--- src/rtl/sc_cfg_pkg.sv ---
// Shared register map, FSM state type and status layout for the scanconverter
// configuration sequencer.
package sc_cfg_pkg;

    localparam int unsigned NUM_CFG_WORDS = 9;
    localparam int unsigned NUM_OUT_WORDS = 8;

    localparam logic [3:0] REG_HV0    = 4'd0;
    localparam logic [3:0] REG_HV2    = 4'd1;
    localparam logic [3:0] REG_HV3    = 4'd2;
    localparam logic [3:0] REG_XY0    = 4'd3;
    localparam logic [3:0] REG_XY2    = 4'd4;
    localparam logic [3:0] REG_MISC   = 4'd5;
    localparam logic [3:0] REG_SL0    = 4'd6;
    localparam logic [3:0] REG_SL2    = 4'd7;
    localparam logic [3:0] REG_CTRL   = 4'd8;
    localparam logic [3:0] REG_STATUS = 4'd9;

    localparam int unsigned ST_STATE_LSB   = 0;
    localparam int unsigned ST_DIRTY_LSB   = 2;
    localparam int unsigned ST_WR_ERR_BIT  = 11;
    localparam int unsigned ST_TIMEOUT_BIT = 12;

    typedef enum logic [1:0] {
        StIdle  = 2'd0,
        StArmed = 2'd1,
        StApply = 2'd2
    } seq_state_e;

    function automatic logic [31:0] pack_status(
        input logic [1:0]               st,
        input logic [NUM_CFG_WORDS-1:0] dirty,
        input logic                     wr_err,
        input logic                     timeout
    );
        logic [31:0] s;
        s = '0;
        s[ST_STATE_LSB +: 2]             = st;
        s[ST_DIRTY_LSB +: NUM_CFG_WORDS] = dirty;
        s[ST_WR_ERR_BIT]                 = wr_err;
        s[ST_TIMEOUT_BIT]                = timeout;
        return s;
    endfunction

endpackage

--- src/rtl/sc_edge_timeout.sv ---
// VSYNC falling-edge detector and ARMED-state timeout counter for the
// configuration sequencer.
module sc_edge_timeout #(
    parameter int unsigned TIMEOUT_CYCLES = 4194304,
    parameter int unsigned TO_W           = 23
) (
    input  logic PCLK_OUT_i,
    input  logic reset_i,
    input  logic VSYNC_i,
    input  logic cnt_clr_i,
    input  logic cnt_inc_i,
    output logic edge_o,
    output logic expired_o
);

    localparam logic [TO_W-1:0] TermCount = TO_W'(TIMEOUT_CYCLES - 1);

    logic            vsync_prev_q;
    logic [TO_W-1:0] cnt_q;

    always_ff @(posedge PCLK_OUT_i) begin
        if (reset_i) begin
            vsync_prev_q <= 1'b1;
        end else begin
            vsync_prev_q <= VSYNC_i;
        end
    end

    always_ff @(posedge PCLK_OUT_i) begin
        if (reset_i) begin
            cnt_q <= '0;
        end else if (cnt_clr_i) begin
            cnt_q <= '0;
        end else if (cnt_inc_i) begin
            cnt_q <= cnt_q + 1'b1;
        end
    end

    always_comb begin
        edge_o    = vsync_prev_q & ~VSYNC_i;
        // A real VSYNC edge on the terminal count takes precedence over timeout.
        expired_o = (cnt_q == TermCount) & ~edge_o;
    end

endmodule

--- src/rtl/sc_config_sequencer.sv ---
// Shadow/active configuration register file with a commit FSM that applies
// dirty shadow words on the VSYNC falling edge, immediately, or on timeout.
module sc_config_sequencer
    import sc_cfg_pkg::*;
#(
    parameter int unsigned TIMEOUT_CYCLES = 4194304,
    parameter int unsigned TO_W           = 23
) (
    input  logic        PCLK_OUT_i,
    input  logic        reset_i,
    input  logic        cpu_wr_i,
    input  logic        cpu_rd_i,
    input  logic [3:0]  cpu_addr_i,
    input  logic [31:0] cpu_wdata_i,
    output logic [31:0] cpu_rdata_o,
    input  logic        commit_req_i,
    input  logic        commit_imm_i,
    input  logic        VSYNC_i,
    output logic        busy_o,
    output logic        commit_done_o,
    output logic [31:0] hv_out_config_o,
    output logic [31:0] hv_out_config2_o,
    output logic [31:0] hv_out_config3_o,
    output logic [31:0] xy_out_config_o,
    output logic [31:0] xy_out_config2_o,
    output logic [31:0] misc_config_o,
    output logic [31:0] sl_config_o,
    output logic [31:0] sl_config2_o,
    output logic        testpattern_enable_o
);

    seq_state_e state_q, state_d;

    logic [NUM_OUT_WORDS-1:0][31:0] shadow_q;
    logic [NUM_OUT_WORDS-1:0][31:0] active_q;
    logic                           tp_shadow_q;
    logic                           tp_active_q;
    logic [NUM_CFG_WORDS-1:0]       dirty_q, dirty_d;
    logic                           wr_err_q, wr_err_d;
    logic                           timeout_q, timeout_d;
    logic [31:0]                    rdata_q, rdata_d;
    logic                           commit_done_q;

    logic vsync_fall;
    logic to_expired;
    logic cnt_clr;
    logic cnt_inc;
    logic apply_en;
    logic timeout_set;
    logic wr_ok;
    logic wr_drop;
    logic status_rd;

    sc_edge_timeout #(
        .TIMEOUT_CYCLES (TIMEOUT_CYCLES),
        .TO_W           (TO_W)
    ) u_edge_timeout (
        .PCLK_OUT_i (PCLK_OUT_i),
        .reset_i    (reset_i),
        .VSYNC_i    (VSYNC_i),
        .cnt_clr_i  (cnt_clr),
        .cnt_inc_i  (cnt_inc),
        .edge_o     (vsync_fall),
        .expired_o  (to_expired)
    );

    // FSM: state register
    always_ff @(posedge PCLK_OUT_i) begin
        if (reset_i) begin
            state_q <= StIdle;
        end else begin
            state_q <= state_d;
        end
    end

    // FSM: next state
    always_comb begin
        state_d = state_q;
        unique case (state_q)
            StIdle: begin
                if (commit_req_i) begin
                    state_d = commit_imm_i ? StApply : StArmed;
                end
            end
            StArmed: begin
                if (vsync_fall || to_expired) begin
                    state_d = StApply;
                end
            end
            StApply: state_d = StIdle;
            default: state_d = StIdle;
        endcase
    end

    // FSM: outputs and control strobes
    always_comb begin
        busy_o      = (state_q != StIdle);
        apply_en    = (state_q == StApply);
        cnt_inc     = (state_q == StArmed);
        cnt_clr     = (state_q == StIdle) & commit_req_i & ~commit_imm_i;
        timeout_set = (state_q == StArmed) & to_expired;
    end

    always_comb begin
        wr_ok     = cpu_wr_i & (state_q == StIdle) & (cpu_addr_i <= REG_CTRL);
        wr_drop   = cpu_wr_i & (state_q != StIdle);
        status_rd = cpu_rd_i & (cpu_addr_i == REG_STATUS);
    end

    always_ff @(posedge PCLK_OUT_i) begin
        if (reset_i) begin
            shadow_q    <= '0;
            tp_shadow_q <= 1'b0;
        end else if (wr_ok) begin
            if (cpu_addr_i == REG_CTRL) begin
                tp_shadow_q <= cpu_wdata_i[0];
            end else begin
                shadow_q[cpu_addr_i[2:0]] <= cpu_wdata_i;
            end
        end
    end

    // Only dirty words are copied so clean active words never see a write.
    always_ff @(posedge PCLK_OUT_i) begin
        if (reset_i) begin
            active_q    <= '0;
            tp_active_q <= 1'b0;
        end else if (apply_en) begin
            for (int i = 0; i < int'(NUM_OUT_WORDS); i++) begin
                if (dirty_q[i]) begin
                    active_q[i] <= shadow_q[i];
                end
            end
            if (dirty_q[REG_CTRL]) begin
                tp_active_q <= tp_shadow_q;
            end
        end
    end

    always_comb begin
        dirty_d = dirty_q;
        if (apply_en) begin
            dirty_d = '0;
        end
        if (wr_ok) begin
            dirty_d[cpu_addr_i] = 1'b1;
        end
    end

    // Status read clears the sticky flags, but a flag raised on the same edge survives.
    always_comb begin
        wr_err_d  = wr_err_q;
        timeout_d = timeout_q;
        if (status_rd) begin
            wr_err_d  = 1'b0;
            timeout_d = 1'b0;
        end
        if (wr_drop) begin
            wr_err_d = 1'b1;
        end
        if (timeout_set) begin
            timeout_d = 1'b1;
        end
    end

    always_comb begin
        rdata_d = '0;
        if (cpu_addr_i < REG_CTRL) begin
            rdata_d = shadow_q[cpu_addr_i[2:0]];
        end else if (cpu_addr_i == REG_CTRL) begin
            rdata_d = {31'b0, tp_shadow_q};
        end else if (cpu_addr_i == REG_STATUS) begin
            rdata_d = pack_status(state_q, dirty_q, wr_err_q, timeout_q);
        end
    end

    always_ff @(posedge PCLK_OUT_i) begin
        if (reset_i) begin
            dirty_q       <= '0;
            wr_err_q      <= 1'b0;
            timeout_q     <= 1'b0;
            rdata_q       <= '0;
            commit_done_q <= 1'b0;
        end else begin
            dirty_q       <= dirty_d;
            wr_err_q      <= wr_err_d;
            timeout_q     <= timeout_d;
            commit_done_q <= apply_en;
            if (cpu_rd_i) begin
                rdata_q <= rdata_d;
            end
        end
    end

    always_comb begin
        cpu_rdata_o          = rdata_q;
        commit_done_o        = commit_done_q;
        hv_out_config_o      = active_q[REG_HV0[2:0]];
        hv_out_config2_o     = active_q[REG_HV2[2:0]];
        hv_out_config3_o     = active_q[REG_HV3[2:0]];
        xy_out_config_o      = active_q[REG_XY0[2:0]];
        xy_out_config2_o     = active_q[REG_XY2[2:0]];
        misc_config_o        = active_q[REG_MISC[2:0]];
        sl_config_o          = active_q[REG_SL0[2:0]];
        sl_config2_o         = active_q[REG_SL2[2:0]];
        testpattern_enable_o = tp_active_q;
    end

endmodule

--- config.mk ---
export PLATFORM = sky130hd
export DESIGN_NAME = sc_config_sequencer
export DESIGN_NICKNAME = d
export VERILOG_FILES = /design/src/rtl/sc_cfg_pkg.sv /design/src/rtl/sc_edge_timeout.sv /design/src/rtl/sc_config_sequencer.sv
export SDC_FILE = /design/constraint.sdc
export NUM_CORES = 1
export LEC_CHECK = 0
export ABC_AREA = 1
export CELL_PAD_IN_SITES_DETAIL_PLACEMENT = 1
export CELL_PAD_IN_SITES_GLOBAL_PLACEMENT = 1
export CORE_UTILIZATION = 42
export DETAILED_ROUTE_END_ITERATION = 12
export PLACE_DENSITY = 0.81
export SYNTH_ARGS = -nofsm -noshare
export SYNTH_HDL_FRONTEND = slang
export SYNTH_SLANG_ARGS = --single-unit
--- constraint.sdc ---
create_clock -name PCLK_OUT_i -period 2.8 [get_ports PCLK_OUT_i]
set_input_delay 0.42 -clock PCLK_OUT_i [delete_from_list [all_inputs] [get_ports PCLK_OUT_i]]
set_output_delay 0.42 -clock PCLK_OUT_i [all_outputs]
set_load 0.005 [all_outputs]
# Yosys cells after proc, flatten, opt, wreduce, memory -nomap -nowiden
# Cells that the tools add are included.
# totals
ff_bits	584
out_inout_bits	291
elab_cells	93
# classes
n_addsub	1
order_cmp	6
eq_ne	7
muxes	19
n_bitwise	14
reduce_logical	20
# op_table
cell	n
256-bit bitwise mux	1
32-bit binary-select mux with 3-bit select	1
32-bit demux with 3-bit select	1
32-bit 2-to-1 mux	3
13-bit 2-to-1 mux	2
2-bit AND reduction	12
23-bit by 1-bit adder with 23-bit output (second input constant)	1
23-bit by 22-bit equality test with 1-bit output (second input constant)	1
9-bit 2-to-1 mux	2
1-bit AND	9
9-bit OR	1
4-bit equality test (second input constant)	2
2-bit 2-to-1 mux	3
2-bit nonzero test	3
4-bit by 5-bit less-than comparator with 1-bit output (second input constant)	1
1-bit demux with 4-bit select	1
4-bit by 1-bit greater-or-equal comparator with 1-bit output (second input constant)	1
4-bit <= comparator (second input constant)	1
3-bit by 4-bit less-than comparator with 1-bit output (second input constant)	1
4-bit less-than comparator (second input constant)	1
1-bit 2-to-1 mux	4
1-bit inverter	4
2-bit one-hot mux with 2 select lines	1
3-bit by 1-bit greater-or-equal comparator with 1-bit output (second input constant)	1
8 further kinds	9

# Logic depth before layout (Yosys ltp)
# depth
word_depth	7
ltp_mapped	11
ltp_nobuf	9

# Hierarchy
# From an unflattened synthesis, not the netlist that was laid out.
# hier_totals
hier_cells	3620
hier_area_um2	24539.8
# modules_own_cells
module	instances	cells_per_inst	area_per_inst_um2	seq_area_each_um2
sc_config_sequencer	1	3411	23231.0	11210.8
sc_edge_timeout	1	209	1308.8	480.5

# Least setup slack after synthesis
# Ideal clock, no wire load.
# synth_path
kind	input to register
startpoint	input port cpu_addr_i[0]
endpoint	register shadow_q[54] (netlist name)
arrival_time_ps	1497
required_ps	2684
setup_slack_ps	1187
cell_stages	10
n_path_buf	3
cell_sequence	buf_4 > inv_2 > nor2_4 > nand2_1 > nor2_4 > inv_2 > buf_4 > buf_6 > nor2_1 > nor2_1
# synth_between
elab_chain_len	5
elab_cells_between_ends	11
classes_between	order compare: 3; eq/ne: 1; mux: 3; bitwise: 2; reduce/logical: 2
# synth_lines
item	line_no	rtl
start, declared	sc_config_sequencer.sv:13	input logic [3:0] cpu_addr_i,
3-bit by 4-bit less-than comparator with 1-bit output (implied by the code) or 3-bit by 1-bit greater-or-equal comparator with 1-bit output (tied branches)	sc_config_sequencer.sv:118	shadow_q[cpu_addr_i[2:0]] <= cpu_wdata_i;
1-bit logical AND (implied by the code)	sc_config_sequencer.sv:118	
32-bit 2-to-1 mux (implied by the code)	sc_config_sequencer.sv:118	
32-bit demux with 3-bit select	sc_config_sequencer.sv:118	
256-bit bitwise mux	sc_config_sequencer.sv:118	
end signal, assigned by index	sc_config_sequencer.sv:118	
end, declared	sc_config_sequencer.sv:34	logic [NUM_OUT_WORDS-1:0][31:0] shadow_q;
# Parallel ways exist; a longest one is shown, timed or not.
# A chain may end at the register's enable or synchronous reset.

# Worst setup path in the final report
# layout_path
startpoint	register state_q[0]
endpoint	output port busy_o
# layout_between
elab_chain_len	1
# layout_lines
item	line_no	rtl
start, declared	sc_config_sequencer.sv:32	seq_state_e state_q, state_d;
start signal, assigned	sc_config_sequencer.sv:70	state_q <= StIdle;
start signal, assigned	sc_config_sequencer.sv:72	state_q <= state_d;
2-bit nonzero test	sc_config_sequencer.sv:97	busy_o = (state_q != StIdle);
end, declared	sc_config_sequencer.sv:19	output logic busy_o,
# Every way passes these cells.

==> impl_results.md <==
- Fin crit share: 83.8%
- Cts hold-fix bufs: 0
- Mapped Area: 0.0233 mm2
- WP data required: 2.38 ns
- Die height: 238 um
- Critical path fanouts, max: 6
- RSZ-0062 raised after global routing: no
- Worst Hold Class: in -> reg
- Worst skew pair latency: 0.64 ns
- Dpl hpwl: 64900 um
- Worst R2R End: u_edge_timeout.cnt_q[20]
- Synth cell types: 31
- Grt ovf: 0
- Psw: 4.35 mW
- Async SR Flop Fraction: 0%
- Clock Skew: 0.0323 ns
- WS Path Type: reg -> out
- Starting Density: 42.9%
- Synth area leaders: dfxtp_1, nand2_1, a21oi_1, nor2_1, nand3_1
- Clock Tree Buf Depth: 3
- Syn. warnings: 0
- Die W: 238 um
- Post-Syn Area per Cell: 7.19 um2
- Global-route wire length before repair: 143000 um
- Cells after synthesis: 3243
- Vias per Instance: 5.57
- Post-CTS setup buffers: 0
- Most frequent cells in the layout: nand2_1, dfxtp_1, nor2_1
- Root Buffer: clkbuf_16
- Setup TNS: 0 ns
- # IOs: 334
- Placed Cells: 4129
- Max_slew headroom: 41.5%
- Max Cap Viol: 0
- FMAX: 426 MHz
- CP endpoint: busy_o
- LEAKAGE: 10.5 nW
- Fillers: 6758
- Wire per inst: 21.9 um
- Pwr per Cell Area: 617 mW/mm2
- Register area share after synthesis: 50.1%
- Initial antenna violation count: 7
- Peak supply drop: 0.000483 V
- Top FF cell, synth: dfxtp_1
- CTS tree: done
- Syn-to-layout area delta: 25.1%
- Part of the power in the clock network: 46.9%
- Reg-to-Reg Start: state_q[1]
- Final hold violations: 0
- Final Max Tran Viols: 0
- Mapped Nets: 3287
- Final nets: 3497
- FF+latch count, synth: 584
- R2r setup slk: 0.72 ns
- Sequential cell fraction of total power: 47.4%
- Design area: 0.0292 mm2
- Vias in the first global route: 23960
- Post-synth EDFFs: 0
- Final non-filler cell total: 4247
- Status: finished clean
- Area share of the largest cell type after synthesis: 50.1%
- Finish-stage setup viols: 0
- Crit path from: state_q[0]
- Initial drt markers: 1944
- Remaining antenna violation count: 0
- Depth of the most critical reg-to-reg path: 8
- Crit path time final: 2.35 ns
- Multi-input combinational cell area: 0.00992 mm2
- Share of cells above drive strength 1: 5.40%
- Post-Place Cell Area: 0.0271 mm2
- Sw Ratio: 24.2%
- Internal Power: 13.6 mW
- Crit. End Element: primary output
- Total GRT Usage: 32.3%
- H-tree levels: 2
- Actual slew at the worst max-slew pin: 0.876 ns
- Synth area leader: dfxtp_1
- Drt pass-1 iters: 5
- Setup crit start kind: flop
- Post-cts resize count: 0
- Die area: 0.0565 mm2
- Register Area: 0.0117 mm2
- Post-route DRC: 0
- Comb pwr share: 5.8%
- PortBufs: 333
- Pin count of the biggest net entering global routing: 129
- Sink Count: 584
- Routed WL: 93100 um
- Via Count: 23658
- CP Data Arrival Time: 1.93 ns
- GP Congestion: 0.922
- Core ar.: 0.0543 mm2
- TritonCTS buffer count: 61
- Most common cell after layout, fill and taps aside: nand2_1
- Total power: 18.0 mW
- Num rows: 85
- Clock slew at reported path FFs: 0.06 ns
-- metal layers --
metal | vias up | track usage (%) | wire (um)
met4 | 2 | 8.99 | 2100
met1 | 11800 | 43.0 | 40500
met5 | - | 0 | 17
met2 | 758 | 54.6 | 44500
li1 | 10969 | - | -
met3 | 129 | 4.65 | 6020
-- registers in the layout, indices dropped and copies added (netlist names) --
name and flops:
hv_out_config_o 32, hv_out_config2_o 32, cpu_rdata_o 32, sl_config2_o 32
wr_err_q 1, commit_done_o 1, shadow_q 256, xy_out_config_o 32
u_edge_timeout.vsync_prev_q 1, sl_config_o 32, misc_config_o 32, u_edge_timeout.cnt_q 23
dirty_q 9, xy_out_config2_o 32, timeout_q 1, hv_out_config3_o 32
tp_shadow_q 1, testpattern_enable_o 1, state_q 2
-- cell usage after synthesis, types with 3 or more instances --
cell / n
clkbuf_1: 165
nand4_1: 34
buf_2: 59
buf_6: 6
nor2_1: 460
buf_4: 12
nor3_1: 5
a21oi_1: 401
nor2_4: 5
nand2_1: 702
dfxtp_1: 584
inv_1: 159
nand3_1: 334
o21ai_1: 19
buf_1: 3
inv_2: 11
o21ai_0: 266
-- worst max-delay path, stage by stage, from the launching register on --
cell,delay [ns]
dfxtp_1,0.47
inv_1,0.13
nand2_1,0.13
clkdlybuf4s50_1,0.59
-- worst min path at each step --
stage / from / end / cells after the start
after floorplan: shadow_q[100] / shadow_q[100] / 2
after global placement: hv_out_config2_o[24] / hv_out_config2_o[24] / 2
after detailed placement: xy_out_config2_o[17] / xy_out_config2_o[17] / 2
after CTS: reset_i / sl_config_o[1] / 2
after global routing: reset_i / sl_config_o[1] / 2
final: reset_i / sl_config_o[1] / 2
-- metrics by stage --
stage / worst slack (ns) / hold slack (ns) / util, %
4_1_cts: 0.411 / 0.0739 / 53.6
2_1_floorplan: 1.19 / 0.437 / -
6_report: 0.455 / 0.0952 / 53.7
5_1_grt: 0.375 / 0.100 / 53.6
3_5_place_dp: 0.191 / 0.454 / 49.8
3_3_place_gp: 0.316 / 0.451 / 49.8
-- area by class of cell --
cell class | count | share of cell area [%]
multi-input cells | 2242 | 34.0
flip-flops and latches | 584 | 40.1
clock buffers | 88 | 6.11
clock inverters | 24 | 0.957
repair buffers | 393 | 13.4
well taps | 739 | 3.17
diodes | 6 | 0.0515
inverters | 171 | 2.22
-- power by group through the flow --
stage	combinational (mW)	clock (mW)	sequential [mW]
3_3_place_gp	0.979	0	8.71
2_1_floorplan	0.579	0	8.66
3_5_place_dp	1.01	0	8.71
4_1_cts	1.02	8.51	8.53
5_1_grt	1.11	8.85	8.53
6_report	1.04	8.44	8.53
-- cell families (layout without fill, tap and decap cells) --
family | Yosys count | in the layout | share of synthesized area, %
fa+ha+maj | 1 | 1 | 0.0537
xor+xnor | 4 | 4 | 0.150
compound gates | 687 | 687 | 14.8
buf+inv | 417 | 676 | 7.42
other cells | 0 | 6 | 0
flops | 584 | 584 | 50.1
simple gates | 1550 | 1550 | 27.5
No activity file was read; power rests on OpenSTA's default activity.
